`src/rtl/tail_light_monitor_if.sv`:
```
`default_nettype none
// ============================================================================
// Module   : tail_light_monitor_if
// Brief    : Lamp-bus bundle between the tail-light sequencer side (master)
//            and the passive tail-light monitor (slave).
// Revision : 1.0 - initial release
// ============================================================================
interface tail_light_monitor_if #(
    parameter int CNT_W = 8
);
    logic             obs_en;
    logic [2:0]       Lcba;
    logic [2:0]       Rabc;
    logic             clr;
    logic [1:0]       mode;
    logic [1:0]       phase;
    logic             sweep_done;
    logic             pattern_err;
    logic             seq_err;
    logic             stall_err;
    logic             fault;
    logic [CNT_W-1:0] sweep_count;
    logic [CNT_W-1:0] err_count;

    modport master (
        output obs_en, Lcba, Rabc, clr,
        input  mode, phase, sweep_done, pattern_err, seq_err, stall_err,
               fault, sweep_count, err_count
    );

    modport slave (
        input  obs_en, Lcba, Rabc, clr,
        output mode, phase, sweep_done, pattern_err, seq_err, stall_err,
               fault, sweep_count, err_count
    );
endinterface
`default_nettype wire

```
`src/rtl/tail_light_monitor.sv`:
```
`default_nettype none
// ============================================================================
// Module   : tail_light_monitor
// Brief    : Passive checker/decoder for the tail-light lamp bus. Decodes
//            mode and sweep phase, flags illegal patterns, illegal step
//            transitions and stalled sweeps, and counts sweeps and errors.
//            A sample (with its clr) is captured on one edge and its
//            registered response is produced on the following edge.
// Revision : 1.0 - initial release
// ============================================================================
module tail_light_monitor #(
    parameter int CNT_W     = 8,
    parameter int STALL_MAX = 16
) (
    input  wire logic             clk,
    input  wire logic             reset,
    tail_light_monitor_if.slave   bus
);
    localparam int               c_STALL_W   = $clog2(STALL_MAX + 1);
    localparam logic [c_STALL_W-1:0] c_STALL_MAX = c_STALL_W'(STALL_MAX);
    localparam logic [CNT_W-1:0] c_CNT_MAX   = {CNT_W{1'b1}};

    typedef enum logic [3:0] {
        ST_OFF, ST_L1, ST_L2, ST_L3, ST_R1, ST_R2, ST_R3, ST_HZ, ST_UNK
    } state_t;

    // Capture stage
    logic       smp_vld_q;
    logic [2:0] smp_l_q;
    logic [2:0] smp_r_q;
    logic       smp_clr_q;

    // Response stage
    state_t                 prev_q, prev_d;
    logic [1:0]             mode_q, mode_d;
    logic [1:0]             phase_q, phase_d;
    logic                   sweep_q, sweep_d;
    logic                   pat_q, pat_d;
    logic                   seq_q, seq_d;
    logic                   stall_q, stall_d;
    logic                   fault_q, fault_d;
    logic [CNT_W-1:0]       sc_q, sc_d;
    logic [CNT_W-1:0]       ec_q, ec_d;
    logic [c_STALL_W-1:0]   scnt_q, scnt_d;

    state_t w_cur;
    logic   w_legal;
    logic   w_err_any;

    // Register the raw lamp sample, its strobe and the clear request together
    always_ff @(posedge clk) begin
        if (reset) begin
            smp_vld_q <= 1'b0;
            smp_l_q   <= 3'b000;
            smp_r_q   <= 3'b000;
            smp_clr_q <= 1'b0;
        end else begin
            smp_vld_q <= bus.obs_en;
            smp_l_q   <= bus.Lcba;
            smp_r_q   <= bus.Rabc;
            smp_clr_q <= bus.clr;
        end
    end

    // Decode the captured {Lcba, Rabc} pair; anything unlisted is illegal
    always_comb begin
        w_cur = ST_UNK;
        case ({smp_l_q, smp_r_q})
            6'b000_000: w_cur = ST_OFF;
            6'b001_000: w_cur = ST_L1;
            6'b011_000: w_cur = ST_L2;
            6'b111_000: w_cur = ST_L3;
            6'b000_100: w_cur = ST_R1;
            6'b000_110: w_cur = ST_R2;
            6'b000_111: w_cur = ST_R3;
            6'b111_111: w_cur = ST_HZ;
            default:    w_cur = ST_UNK;
        endcase
    end

    // Legality of prev -> cur; UNK accepts anything so the monitor resyncs
    always_comb begin
        w_legal = 1'b1;
        if (prev_q != ST_UNK) begin
            case (w_cur)
                ST_L2:   w_legal = (prev_q == ST_L1) || (prev_q == ST_L2);
                ST_L3:   w_legal = (prev_q == ST_L2) || (prev_q == ST_L3);
                ST_R2:   w_legal = (prev_q == ST_R1) || (prev_q == ST_R2);
                ST_R3:   w_legal = (prev_q == ST_R2) || (prev_q == ST_R3);
                default: w_legal = 1'b1;
            endcase
        end
    end

    // Next-state for the checker: decode, pulses, stall tracking, counters
    always_comb begin
        prev_d  = prev_q;
        mode_d  = mode_q;
        phase_d = phase_q;
        scnt_d  = scnt_q;
        sweep_d = 1'b0;
        pat_d   = 1'b0;
        seq_d   = 1'b0;
        stall_d = 1'b0;

        if (smp_vld_q) begin
            if (w_cur == ST_UNK) begin
                pat_d  = 1'b1;
                prev_d = ST_UNK;
                scnt_d = '0;
            end else begin
                seq_d   = ~w_legal;
                sweep_d = ((prev_q == ST_L2) && (w_cur == ST_L3)) ||
                          ((prev_q == ST_R2) && (w_cur == ST_R3));
                prev_d  = w_cur;
                case (w_cur)
                    ST_L1:   begin mode_d = 2'd1; phase_d = 2'd1; end
                    ST_L2:   begin mode_d = 2'd1; phase_d = 2'd2; end
                    ST_L3:   begin mode_d = 2'd1; phase_d = 2'd3; end
                    ST_R1:   begin mode_d = 2'd2; phase_d = 2'd1; end
                    ST_R2:   begin mode_d = 2'd2; phase_d = 2'd2; end
                    ST_R3:   begin mode_d = 2'd2; phase_d = 2'd3; end
                    ST_HZ:   begin mode_d = 2'd3; phase_d = 2'd0; end
                    default: begin mode_d = 2'd0; phase_d = 2'd0; end
                endcase
                // Only a held sweep step counts toward a stall; the counter
                // parks at the limit so the pulse fires exactly once.
                if ((w_cur == prev_q) &&
                    (w_cur inside {ST_L1, ST_L2, ST_L3, ST_R1, ST_R2, ST_R3})) begin
                    if (scnt_q != c_STALL_MAX) begin
                        scnt_d  = scnt_q + 1'b1;
                        stall_d = ((scnt_q + 1'b1) == c_STALL_MAX);
                    end
                end else begin
                    scnt_d = '0;
                end
            end
        end

        w_err_any = pat_d | seq_d | stall_d;

        // A clear coinciding with a new event leaves that event counted
        if (smp_clr_q) begin
            sc_d    = CNT_W'(sweep_d);
            ec_d    = CNT_W'(w_err_any);
            fault_d = w_err_any;
        end else begin
            sc_d    = (sweep_d && (sc_q != c_CNT_MAX)) ? sc_q + 1'b1 : sc_q;
            ec_d    = (w_err_any && (ec_q != c_CNT_MAX)) ? ec_q + 1'b1 : ec_q;
            fault_d = fault_q | w_err_any;
        end
    end

    // Registered checker state and outputs
    always_ff @(posedge clk) begin
        if (reset) begin
            prev_q  <= ST_OFF;
            mode_q  <= 2'd0;
            phase_q <= 2'd0;
            sweep_q <= 1'b0;
            pat_q   <= 1'b0;
            seq_q   <= 1'b0;
            stall_q <= 1'b0;
            fault_q <= 1'b0;
            sc_q    <= '0;
            ec_q    <= '0;
            scnt_q  <= '0;
        end else begin
            prev_q  <= prev_d;
            mode_q  <= mode_d;
            phase_q <= phase_d;
            sweep_q <= sweep_d;
            pat_q   <= pat_d;
            seq_q   <= seq_d;
            stall_q <= stall_d;
            fault_q <= fault_d;
            sc_q    <= sc_d;
            ec_q    <= ec_d;
            scnt_q  <= scnt_d;
        end
    end

    assign bus.mode        = mode_q;
    assign bus.phase       = phase_q;
    assign bus.sweep_done  = sweep_q;
    assign bus.pattern_err = pat_q;
    assign bus.seq_err     = seq_q;
    assign bus.stall_err   = stall_q;
    assign bus.fault       = fault_q;
    assign bus.sweep_count = sc_q;
    assign bus.err_count   = ec_q;
endmodule
`default_nettype wire

```
`src/flat_wrapper.sv`:
```
// flat-port wrapper written by rule: the top's interface ports become plain ports
module tail_light_monitor_flat 
#(
    parameter int CNT_W     = 8,
    parameter int STALL_MAX = 16
)
  (clk, reset, bus_obs_en, bus_Lcba, bus_Rabc, bus_clr, bus_mode, bus_phase, bus_sweep_done, bus_pattern_err, bus_seq_err, bus_stall_err, bus_fault, bus_sweep_count, bus_err_count);
  tail_light_monitor_if #(.CNT_W(CNT_W)) bus_i ();
  input  wire logic clk;
  input  wire logic reset;
  input wire logic [$bits(bus_i.obs_en)-1:0] bus_obs_en;
  input wire logic [$bits(bus_i.Lcba)-1:0] bus_Lcba;
  input wire logic [$bits(bus_i.Rabc)-1:0] bus_Rabc;
  input wire logic [$bits(bus_i.clr)-1:0] bus_clr;
  output wire logic [$bits(bus_i.mode)-1:0] bus_mode;
  output wire logic [$bits(bus_i.phase)-1:0] bus_phase;
  output wire logic [$bits(bus_i.sweep_done)-1:0] bus_sweep_done;
  output wire logic [$bits(bus_i.pattern_err)-1:0] bus_pattern_err;
  output wire logic [$bits(bus_i.seq_err)-1:0] bus_seq_err;
  output wire logic [$bits(bus_i.stall_err)-1:0] bus_stall_err;
  output wire logic [$bits(bus_i.fault)-1:0] bus_fault;
  output wire logic [$bits(bus_i.sweep_count)-1:0] bus_sweep_count;
  output wire logic [$bits(bus_i.err_count)-1:0] bus_err_count;
  assign bus_i.obs_en = bus_obs_en;
  assign bus_i.Lcba = bus_Lcba;
  assign bus_i.Rabc = bus_Rabc;
  assign bus_i.clr = bus_clr;
  assign bus_mode = bus_i.mode;
  assign bus_phase = bus_i.phase;
  assign bus_sweep_done = bus_i.sweep_done;
  assign bus_pattern_err = bus_i.pattern_err;
  assign bus_seq_err = bus_i.seq_err;
  assign bus_stall_err = bus_i.stall_err;
  assign bus_fault = bus_i.fault;
  assign bus_sweep_count = bus_i.sweep_count;
  assign bus_err_count = bus_i.err_count;
  tail_light_monitor #(.CNT_W(CNT_W), .STALL_MAX(STALL_MAX)) u_core (.clk(clk), .reset(reset), .bus(bus_i));
endmodule
```
`config.mk`:
```
export PLATFORM = sky130hd
export DESIGN_NAME = tail_light_monitor_flat
export DESIGN_NICKNAME = d
export VERILOG_FILES = /design/src/rtl/tail_light_monitor_if.sv /design/src/rtl/tail_light_monitor.sv /design/src/flat_wrapper.sv
export SDC_FILE = /design/constraint.sdc
export NUM_CORES = 1
export LEC_CHECK = 0
export ABC_AREA = 1
export CAP_MARGIN = 10
export CORE_ASPECT_RATIO = 0.6
export CORE_MARGIN = 1
export CORE_UTILIZATION = 42
export CTS_BUF_LIST = sky130_fd_sc_hd__clkbuf_16
export DETAILED_ROUTE_END_ITERATION = 12
export PLACE_DENSITY = 0.74
export SLEW_MARGIN = 15
export SYNTH_ARGS = -nofsm -noshare
export SYNTH_HDL_FRONTEND = slang
export SYNTH_SLANG_ARGS = --single-unit
```
`constraint.sdc`:
```
create_clock -name clk -period 2.2 [get_ports clk]
set_input_delay 0.22 -clock clk [delete_from_list [all_inputs] [get_ports clk]]
set_output_delay 0.22 -clock clk [all_outputs]
set_load 0.05 [all_outputs]
```
==> flow_summary.yaml, run 1 <==
grt:
  initial_antenna_violation_count: 0
  grt_max_degree: 13
  wire_length_of_the_first_global_routing_pass_um: 8560
  grt_pass1_vias: 1831
  global_route.usage.total: 0.201
  grt.overflow.total: 0
synthesis:
  synth_warnings: 0
  avgSynthCellArea_um2: 7.07
  synth.largest_area_cell: "sky130_fd_sc_hd__dfxtp_1"
  mappedNetlistNets: 324
  syn-instance-count: 309
  yosysTopAreaCellShare: 0.385
  ys_ff_latch: 42
  syn_area_um2: 2180
  post_synth_num_cell_types: 32
  sequential_share_of_the_synthesized_area: 0.385
  most_area_consuming_cells_after_synthesis: "sky130_fd_sc_hd__dfxtp_1 38%, sky130_fd_sc_hd__nand2_1 8.2%, sky130_fd_sc_hd__nand3_1 7.6%"
clocking:
  numClockSinks: 42
  worst_setup_hold_path_clk_slew_ns: 0.06
  cts_resized: 0
  cts_root_buf: "sky130_fd_sc_hd__clkbuf_16"
  cts_setup_buffers: 0
  cts_hold_repair.buffers: 0
  tritoncts: "done"
  worstSkewPairLatency_ns: 0.28
  number_of_buffers_created_by_cts: 5
  number_of_buffers_between_clock_root_and_the_deepest_sink: 2
  htreeDepth: 2
critical_path:
  endpoint_kind: "flop"
  kind_of_critical_path: "reg -> reg"
  timing.critical_path.from_type: "flop"
  critPathMaxFanout: 12
  critical_path.reg2reg.endpoint: "u_core.bus.err_count[7]"
  worst-r2r-cell-count: 10
  flop_to_flop_setup_slack_ns: 0.22
  required_ns: 2.36
  beginning_of_the_worst_register_to_register_path: "u_core.scnt_q[0]"
  arrival_ns: 2.14
layout:
  drive_above_1_share: 0.0989
  nNetsFinal: 368
  area_growth_syn_to_layout_pct: 27.5
  stdcell_count: 417
  utilization_after_layout: 0.583
  fin_area_um2: 2790
  final_antenna_diode_count: 0
routing:
  routed_wirelength_um: 5180
  drt_wl_cell_um: 12.4
  route.detailed.drc: 0
  drt_iter0_drc: 139
  dr.pass1.iters: 4
  route.vias.total: 2132
  antenna_left: 0
  vias_per_cell: 5.11
run_status:
  status: "completed"
pwr:
  pwr-share-clk: 0.409
  swShare: 0.258
  internal_power_mw: 1.26
  power.static_leakage_nw: 1.23
  vdd_ir_drop_max_mv: 0.294
  power_density_nw_per_um2: 612
  sequentialPowerShare: 0.474
  power.switching_mw: 0.440
  comb_power_share: 0.117
timing:
  final_total_negative_setup_slack_ns: 0
  timing_worst_slew_pin_value_ns: 0.518
  slew_viols_final: 0
  rsz0062_at_grt: "false"
  final_critical_path_setup_slack_ns: 0.216
  period_needed_ns: 1.98
  setup_viol_count_final: 0
  timing.clock.skew_ns: 0.00425
  timing_hold_violations_final: 0
  finalCritPeriodShare: 0.902
  fmax_mhz: 504
  timing.slew.headroom: 0.654
floorplan:
  die_y_um: 57.9
  floorplan.die_area_um2: 5500
  start_util: 0.457
  core.rowCount: 19
  num_io_pins: 35
  core_area_um2: 4780
  die_width_um: 95.1
hold_path:
  min_path_type: "in -> reg"
  holdPathStages: 3
  hold_start: "bus_Lcba[1]"
  worst_hold_path.endpoint: "u_core.smp_l_q[1]"
place:
  place.port_buffers: 34
  globalplace.congestion: 0.930
  place.detailed.instances: 409
  dpl.hpwl_um: 3850
  placed_area_um2: 2630
  placement_stage_worst_setup_slack_ns: 0.176
flow_run:
  timing.max_cap.violations: 0
metal layers:
| metal | wire [µm] | part of all wire | global-route usage |
|---|---|---|---|
| met5 | 0 | 0 | 0 |
| met4 | 44 | 0.0085 | 0.0584 |
| met3 | 420 | 0.081 | 0.0591 |
| met2 | 1980 | 0.38 | 0.260 |
| met1 | 2740 | 0.53 | 0.313 |
cell usage in the layout, fill, tap and decap left out, types with 4 or more instances in the layout:
master / count
sky130_fd_sc_hd__a21oi_1: 20
sky130_fd_sc_hd__buf_4: 6
sky130_fd_sc_hd__clkbuf_16: 5
sky130_fd_sc_hd__clkdlybuf4s50_1: 34
sky130_fd_sc_hd__dfxtp_1: 42
sky130_fd_sc_hd__ha_1: 5
sky130_fd_sc_hd__inv_1: 43
sky130_fd_sc_hd__nand2_1: 47
sky130_fd_sc_hd__nand3_1: 33
sky130_fd_sc_hd__nand4_1: 10
sky130_fd_sc_hd__nor2_1: 43
sky130_fd_sc_hd__nor2_2: 4
sky130_fd_sc_hd__nor3_1: 9
sky130_fd_sc_hd__o21ai_0: 9
sky130_fd_sc_hd__o21ai_1: 4
sky130_fd_sc_hd__xor2_1: 5
Yosys cell counts (all sizes together):
cell type	n
o21ai	13
inv	45
xor2	5
nand4	10
nand2	53
nor2	48
o211ai	1
a21oi	21
clkinv	2
a31oi	3
xnor2	3
clkbuf	1
ha	5
buf	2
nand3	38
nor3	10
a211oi	2
nor3b	3
or2	1
nor4	1
dfxtp	42
worst max path at each step:
stage                               from                         to  slack [ns]  cells past startpoint
2_1_floorplan  u_core.bus.sweep_count[0]  u_core.bus.sweep_count[4]        0.17                      9
3_5_place_dp           u_core.smp_l_q[1]    u_core.bus.err_count[1]        0.18                     10
4_1_cts                u_core.smp_l_q[1]    u_core.bus.err_count[1]        0.14                     10
5_1_grt                u_core.smp_l_q[1]           u_core.scnt_q[0]        0.01                     14
6_report                u_core.scnt_q[0]    u_core.bus.err_count[7]        0.22                     10
3_3_place_gp            u_core.scnt_q[0]    u_core.bus.err_count[7]        0.18                     10
worst max-delay path, cell delays in order, from the launching register on:
cell                      delay, ns
sky130_fd_sc_hd__dfxtp_1       0.44
sky130_fd_sc_hd__ha_1          0.23
sky130_fd_sc_hd__nand3_1       0.10
sky130_fd_sc_hd__xnor2_1       0.22
sky130_fd_sc_hd__nand3_1       0.13
sky130_fd_sc_hd__nor2_1        0.13
sky130_fd_sc_hd__nand4_1       0.18
sky130_fd_sc_hd__nand3_4       0.18
sky130_fd_sc_hd__nand2_2       0.12
sky130_fd_sc_hd__nand2_1       0.08
sky130_fd_sc_hd__a21oi_1       0.06
stage by stage:
stage / total power [mW] / hold slack [ns]
6_report: 1.70 / 0.450
5_1_grt: 1.77 / 0.460
4_1_cts: 1.71 / 0.448
3_5_place_dp: 1.02 / 0.466
3_3_place_gp: 1.02 / 0.463
2_1_floorplan: 0.955 / 0.327
flip-flops by register name, indices dropped and copies added (netlist names):
register                count
u_core.smp_l_q              3
u_core.smp_clr_q            1
u_core.bus.sweep_done       1
u_core.bus.mode             2
u_core.scnt_q               5
u_core.bus.phase            2
u_core.smp_vld_q            1
u_core.bus.sweep_count      8
u_core.bus.fault            1
u_core.bus.seq_err          1
u_core.bus.stall_err        1
u_core.bus.pattern_err      1
u_core.bus.err_count        8
u_core.smp_r_q              3
u_core.prev_q               4
cell families after synthesis:
kind of cell    share of synthesized area
simple gates                        0.368
fa+ha+maj                          0.0286
xor+xnor                           0.0321
compound gates                     0.0985
flops                               0.385
buf+inv                            0.0876
cell type report:
cell class | instances | area [µm²]
timing repair buffer | 40 | 385
tap | 63 | 78.8
clock inverter | 3 | 12.5
multi-input combinational | 217 | 1170
inverter | 47 | 176
sequential | 42 | 841
clock buffer | 5 | 125
fill | 422 | 1990
power by group through the flow:
| stage | Sequential, mW | Clock [mW] | Combinational, mW |
|---|---|---|---|
| 2_1_floorplan | 0.842 | 0 | 0.112 |
| 3_3_place_gp | 0.823 | 0 | 0.193 |
| 3_5_place_dp | 0.824 | 0 | 0.195 |
| 4_1_cts | 0.807 | 0.709 | 0.196 |
| 5_1_grt | 0.811 | 0.742 | 0.221 |
| 6_report | 0.809 | 0.697 | 0.199 |
Note: power is estimated with default switching activity, not from simulation.
==> run 2, diff against run 1 <==
Clock period 2.2 ns to 2.16 ns, I/O delays scaled along.
==> flow_summary.yaml, run 2 (synthesis gave the netlist of run 1 again) <==
timing:
  setup_viol_count_final: 0
  timing.slew.headroom: 0.658
  timing.clock.skew_ns: 0.00791
  slew_viols_final: 0
  finalCritPeriodShare: 0.919
  period_needed_ns: 1.99
  timing_worst_slew_pin_value_ns: 0.511
  final_critical_path_setup_slack_ns: 0.175
  fmax_mhz: 504
  fin_hold_ws_ns: 0.433
  timing_hold_violations_final: 0
layout:
  final.fill_count: 437
  most_frequent_cells_in_the_layout: "46 x sky130_fd_sc_hd__nand2_1, 43 x sky130_fd_sc_hd__inv_1, 41 x sky130_fd_sc_hd__nor2_1"
  final_antenna_diode_count: 0
  layout_commonest_cell: "sky130_fd_sc_hd__nand2_1"
  nNetsFinal: 369
  area_growth_syn_to_layout_pct: 29.0
  utilization_after_layout: 0.590
  drive_above_1_share: 0.124
  reg_area_um2: 846
  fin_area_um2: 2820
  multi_input_comb_area_um2: 1190
grt:
  wire_length_of_the_first_global_routing_pass_um: 9050
  initial_antenna_violation_count: 0
  global_route.usage.total: 0.216
  grt_pass1_vias: 1954
  grt_max_degree: 18
  grt.overflow.total: 0
place:
  place.port_buffers: 34
  globalplace.congestion: 0.995
  dpl.hpwl_um: 4010
  placement_stage_worst_setup_slack_ns: 0.147
  placed_area_um2: 2630
clocking:
  worstSkewPairLatency_ns: 0.29
  cts_root_buf: "sky130_fd_sc_hd__clkbuf_16"
  htreeDepth: 2
  tritoncts: "done"
  cts_setup_buffers: 0
  number_of_buffers_between_clock_root_and_the_deepest_sink: 2
  cts_hold_repair.buffers: 0
  number_of_buffers_created_by_cts: 5
  worst_setup_hold_path_clk_slew_ns: 0.06
  numClockSinks: 42
critical_path:
  critical_path.top_delay_family: "simple AND/OR/NAND/NOR gates"
  crit_buf_inv: 1
  arrival_ns: 2.15
  endpoint_kind: "flop"
  flop_to_flop_setup_slack_ns: 0.17
  kind_of_critical_path: "reg -> reg"
  critical-path-max-stage-delay_ns: 0.36
  worst_path_max_delay_cell: "sky130_fd_sc_hd__dfxtp_1"
  critPathMaxFanout: 6
  worstPathCellList: "inv_1, nor2_4, nand2_1, nand2_1, nand2_4, nand3_4, nand2_4, nor2_1, nand4_1, nand3_4, nand2_2, nand2_1, a21oi_1"
  required_ns: 2.33
  timing.critical_path.from_type: "flop"
  critical-path-top-cell-by-count: "sky130_fd_sc_hd__nand2_1"
routing:
  drt_iter0_drc: 200
  route.detailed.drc: 0
  routed_wirelength_um: 5420
  antenna_left: 0
  vias_per_cell: 5.21
  route.vias.total: 2179
  dr.pass1.iters: 5
  drt_wl_cell_um: 13.0
floorplan:
  floorplan.die_area_um2: 5500
  core_area_um2: 4780
  die_width_um: 95.1
  start_util: 0.457
  die_y_um: 57.9
  num_io_pins: 35
  core.rowCount: 19
hold_path:
  min_path_type: "in -> reg"
pwr:
  power.static_leakage_nw: 1.24
  power_density_nw_per_um2: 619
  vdd_ir_drop_max_mv: 0.406
run_status:
  status: "completed"
flow_run:
  timing.max_cap.violations: 0
[run 2: worst paths after layout]
kind                                   to                from  depth (start not counted)
setup reg to reg  u_core.bus.err_count[7]   u_core.smp_r_q[2]                         13
hold / removal          u_core.smp_l_q[0]         bus_Lcba[0]                          3
hold reg to reg        u_core.bus.mode[1]  u_core.bus.mode[1]                          2
setup / recovery  u_core.bus.err_count[7]   u_core.smp_r_q[2]                         13
[run 2: through the flow]
| step | instances | setup TNS [ns] | power (mW) |
|---|---|---|---|
| floorplan | 309 | 0 | 0.972 |
| global placement | 409 | 0 | 1.04 |
| detailed placement | 409 | 0 | 1.04 |
| CTS | 417 | 0 | 1.75 |
| global route | 418 | -0.00552 | 1.82 |
| finish | 418 | 0 | 1.75 |
[run 2: area by class of cell]
type                            count  share of cell area
Inverter                           47              0.0626
Multi-Input combinational cell    218               0.424
Timing Repair Buffer               40               0.137
Sequential cell                    42               0.300
Tap cell                           63              0.0280
Clock inverter                      3             0.00444
Clock buffer                        5              0.0444
[run 2: what timing repair did]
item,4_1_cts,5_1_grt
resized for setup,0,12
endpoints found under the setup margin,0,14
hold endpoints to repair,0,0
[run 2: tightest hold or removal path, cell delays in order]
cell and delay (ns):
sky130_fd_sc_hd__clkdlybuf4s50_1 0.39, sky130_fd_sc_hd__inv_1 0.05, sky130_fd_sc_hd__nor2_1 0.03
[run 2: per-layer routing]
layer,vias up,global-route usage,share of wire
met5,-,0,0
li1,1105,-,-
met4,0,0.0779,0.012
met1,966,0.311,0.50
met3,10,0.0696,0.091
met2,98,0.297,0.39
[run 2: power breakdown]
group | switching, mW | internal, mW
Combinational | 0.135 | 0.0731
Sequential | 0.0264 | 0.799
Clock | 0.295 | 0.418
